`src/rtl/alu_mem.sv`:
```
// Execute-to-memory pipeline register: one main entry plus a one-entry skid buffer,
// so in_ready is driven straight from a flop. Exposes a forwarding tap off the main entry.
module alu_mem #(
  parameter int XLEN   = 32,
  parameter int REG_AW = 5
) (
  input  logic              clk,
  input  logic              rst,
  input  logic              in_valid,
  output logic              in_ready,
  input  logic [XLEN-1:0]   reg_wdata_i,
  input  logic              wr_reg_en_i,
  input  logic [REG_AW-1:0] wr_reg_addr_i,
  input  logic [XLEN-1:0]   pc_i,
  input  logic [XLEN-1:0]   inst_i,
  input  logic              flush,
  output logic              out_valid,
  input  logic              out_ready,
  output logic [XLEN-1:0]   reg_wdata_o,
  output logic              wr_reg_en_o,
  output logic [REG_AW-1:0] wr_reg_addr_o,
  output logic [XLEN-1:0]   pc_o,
  output logic [XLEN-1:0]   inst_o,
  output logic              fwd_valid,
  output logic [REG_AW-1:0] fwd_addr,
  output logic [XLEN-1:0]   fwd_data
);

  localparam int BW = 3 * XLEN + REG_AW + 1;

  // State bits are {main valid, skid valid}; 2'b01 can never be reached.
  typedef enum logic [1:0] {
    EMPTY = 2'b00,
    ONE   = 2'b10,
    FULL  = 2'b11
  } state_t;

  state_t          r_state;
  logic [BW-1:0]   r_m_data;
  logic [BW-1:0]   r_s_data;
  logic [BW-1:0]   w_in_bundle;
  logic            w_accept;
  logic            w_fire;

  // A write to x0 is meaningless, so the enable is dropped at capture time.
  assign w_in_bundle = {reg_wdata_i, wr_reg_en_i & (wr_reg_addr_i != '0),
                        wr_reg_addr_i, pc_i, inst_i};

  assign in_ready  = ~r_state[0];
  assign out_valid = r_state[1];
  assign w_accept  = in_valid & in_ready;
  assign w_fire    = out_valid & out_ready;

  assign {reg_wdata_o, wr_reg_en_o, wr_reg_addr_o, pc_o, inst_o} = r_m_data;

  assign fwd_valid = out_valid & wr_reg_en_o;
  assign fwd_addr  = wr_reg_addr_o;
  assign fwd_data  = reg_wdata_o;

  always_ff @(posedge clk) begin
    if (rst) begin
      r_state  <= EMPTY;
      r_m_data <= '0;
      r_s_data <= '0;
    end else if (flush) begin
      r_state <= EMPTY;
    end else begin
      case (r_state)
        EMPTY: begin
          if (w_accept) begin
            r_m_data <= w_in_bundle;
            r_state  <= ONE;
          end
        end
        ONE: begin
          if (w_accept && w_fire) begin
            r_m_data <= w_in_bundle;
          end else if (w_accept) begin
            r_s_data <= w_in_bundle;
            r_state  <= FULL;
          end else if (w_fire) begin
            r_state <= EMPTY;
          end
        end
        FULL: begin
          if (w_fire) begin
            r_m_data <= r_s_data;
            r_state  <= ONE;
          end
        end
        default: r_state <= EMPTY;
      endcase
    end
  end

endmodule
```
`config.mk`:
```
export PLATFORM = sky130hd
export DESIGN_NAME = alu_mem
export DESIGN_NICKNAME = d
export VERILOG_FILES = /design/src/rtl/alu_mem.sv
export SDC_FILE = /design/constraint.sdc
export NUM_CORES = 1
export LEC_CHECK = 0
export ABC_CLOCK_PERIOD_IN_PS = 1900
export BUFFER_PORTS_ARGS = -buffer_cell sky130_fd_sc_hd__buf_4
export CORE_MARGIN = 3
export CORE_UTILIZATION = 40
export CTS_BUF_LIST = sky130_fd_sc_hd__clkbuf_16
export DETAILED_ROUTE_END_ITERATION = 8
export GPL_TIMING_DRIVEN = 0
export HOLD_SLACK_MARGIN = 0.02
export PLACE_DENSITY_LB_ADDON = 0.2
export SLEW_MARGIN = 10
export SYNTH_ARGS = -nofsm -noshare
export SYNTH_HDL_FRONTEND = slang
export SYNTH_SLANG_ARGS = --single-unit
```
`constraint.sdc`:
```
create_clock -name clk -period 1.9 [get_ports clk]
set_input_delay 0.19 -clock clk [delete_from_list [all_inputs] [get_ports clk]]
set_output_delay 0.19 -clock clk [all_outputs]
set_load 0.05 [all_outputs]
```
==> impl_results.md <==
* Status: completed
* Async SR Flop Fraction at 0
* Initial antenna violation count at 1
* CP Class: reg2reg
* GPL Wtd Cong at 0.7919
* VDD IR max at 579.7 uV
* Drt pass-1 iters at 5
* Leak at 0.005118 uW
* Max-slew violations at 0
* Layout net count at 1471
* Crit path largest cell delay at 0.38 ns
* Initial Util at 0.4109
* Relative slew slack at 0.4112
* Worst R2R Path Depth at 8
* CORE AREA at 22090 sq um
* Final WS setup at 0.05258 ns
* Yosys warnings at 0
* Sequential share of the synthesized area at 0.4543
* Crit share post-route at 0.9723
* Congestion Overflow GR at 0
* Synth Register Bits at 206
* Synth top area share at 0.4543
* Post-Synthesis Cells at 981
* Die X at 156.6 um
* I/O pin total at 249
* Final setup fails at 0
* Hold Violations, Final at 0
* Avg WL per Cell at 16.49 um
* Mean Syn Cell Area at 9.253 sq um
* Max-cap violations at 0
* Vias at 8315
* Most area-hungry cell type in the Yosys netlist: dfxtp_1
* Crit path DAT at 2.21 ns
* Clock Skews at 0.01158 ns
* Sink Count at 206
* Setup TNS at 0 ns
* # DRC at 0
* Layout area overhead at 47.10%
* CP Launch Type: flop
* Clk pin slew, worst setup/hold paths at 0.06 ns
* First-pass GRT wire length at 41.97 mm
* Layout Utilization at 0.6044
* Synth cell count leaders: 206 x a21oi_1, 206 x dfxtp_1, 206 x nand2_1
* CTS tree: done
* # port buffers at 247
* Slowest-stage cell, CP: dfxtp_4
* Yosys cell types at 33
* Pre-CTS setup slack at -0.1896 ns
* Worst-case clock buffer depth at 3
* DP HPWL at 18.44 mm
* Crit path capture type: flop
* Areal power density over the cells at 960.3 nW/um^2
* Vias in the first global route at 7847
* Top_reg_cell synth: dfxtp_1
* Antenna-violating nets left at 0
* All-layer global routing usage at 0.2094
* Highest clock rate at 541.3 MHz
* Layout cells sized above 1 at 0.3413
* Largest net degree at the start of global routing at 20
* Tightest Pin Transition at 0.8832 ns
* Rows at 54
* WHS Path Cells at 4
* Post-synth EDFFs at 0
* Clock Latency Late Sink at 0.51 ns
* Hold crit path type: in2reg
* Iter 0 DRT Violations at 320
* Hold WS at 0.1174 ns
* Synth area leaders: dfxtp_1 45%, a21oi_1 11%, mux2i_1 11%, a211oi_2 11%, nand2_1 8.5%
* Mapped Nets at 1092
* CP required at 2.26 ns
* CTS root buffer: clkbuf_16
* DIE HEIGHT at 156.6 um
* Final min period at 1.847 ns
* Power, Total at 12820 uW
* TritonCTS buffer count at 24
* WL final at 27.33 mm
* Fillers at 1926
* Cell breakdown of the critical path: clkinvlp_4, ha_4, inv_1, o221a_4, and2_4, buf_12, buf_8, a211oi_2
* Via density at 5.015
* Htree depth at 1
* CP max FO at 10
* Post-Syn Area at 9077 sq um
* Die area at 24540 sq um
-- worst max-delay path, delay by kind of cell, from the launching register on --
family / cells / cell delay (ns)
simple gates: 1 / 0.20
fa+ha+maj: 1 / 0.20
buf+inv: 4 / 0.58
compound gates: 2 / 0.33
flops: 1 / 0.38
-- state kept, by name (all words and copies together) (netlist names) --
| name | count |
|---|---|
| r_m_data | 102 |
| r_state | 2 |
| r_s_data | 102 |
-- per-layer routing --
metal | routed length (um) | global-route usage
met5 | 0 | 0
met3 | 1797 | 0.04038
met2 | 12620 | 0.3363
met1 | 12470 | 0.2948
met4 | 444 | 0.04335
-- final timing paths --
kind	slack (ns)	to	startpoint
min reg2reg	0.45	r_s_data[64]	r_s_data[64]
min	0.12	r_state[0]	in_valid
max reg2reg	0.05	r_m_data[38]	r_state[0]
max	0.05	r_m_data[38]	r_state[0]
-- per-stage QoR --
stage	cells	instance area, sq um
after floorplan	981	9109
after global placement	1508	11310
after detailed placement	1508	11310
after CTS	1653	13190
after global routing	1658	13350
final	1658	13350
-- placed cells by master, fill, tap and decap left out, types with 2 or more instances in the layout --
cell           count
clkbuf_1          27
clkbuf_16         26
a21oi_1          206
buf_2             16
dfxtp_1          204
dlygate4sd3_1    103
clkbuf_2          13
dfxtp_4            2
buf_8              6
mux2i_1          102
ha_4               2
buf_6              8
clkinv_1           9
a211oi_2          79
a2111oi_0          2
bufinv_16          3
nand2_1          206
inv_1              6
buf_12             4
and4b_1            2
nor2_1             3
clkbuf_4           7
clkinv_2           2
buf_4            294
o21ai_1            2
a211oi_1          22
-- cell type report --
cell class	count	area [sq um]	share of cell area
multi-input combinational	644	4244	0.3178
sequential	206	4131	0.3094
timing repair buffer	354	2933	0.2196
buffer	126	893.4	0.06690
clock buffer	25	625.6	0.04685
tap	280	350.3	0.02624
clock inverter	18	153.9	0.01153
inverter	4	18.77	0.001406
antenna	1	2.502	0.0001874
-- repair_timing --
| action | 4_1_cts | 5_1_grt |
|---|---|---|
| pin swaps | 0 | 1 |
| hold endpoints to repair | 104 | 0 |
| setup buffers | 0 | 3 |
| gates resized for setup | 32 | 35 |
| cloned | 0 | 1 |
| endpoints found under the setup margin | 150 | 178 |
| hold buffers | 103 | 0 |
-- logic make-up (layout without fill, tap and decap cells) --
logic type	Yosys count	after routing	synth area share
AO/OA/AOI/OAI	317	317	0.2493
multiplexers	102	102	0.1125
adder cells (fa/ha/maj)	4	4	0.005514
other	0	1	0
buffers and inverters	131	527	0.08215
AND/OR/NAND/NOR	221	221	0.09621
flip-flops	206	206	0.4543
-- report_power, final --
group | internal [uW] | switching, uW
logic | 1330 | 2130
registers | 4610 | 203
clock network | 2770 | 1790
total | 8700 | 4120
No activity file was read; power rests on OpenSTA's default activity.
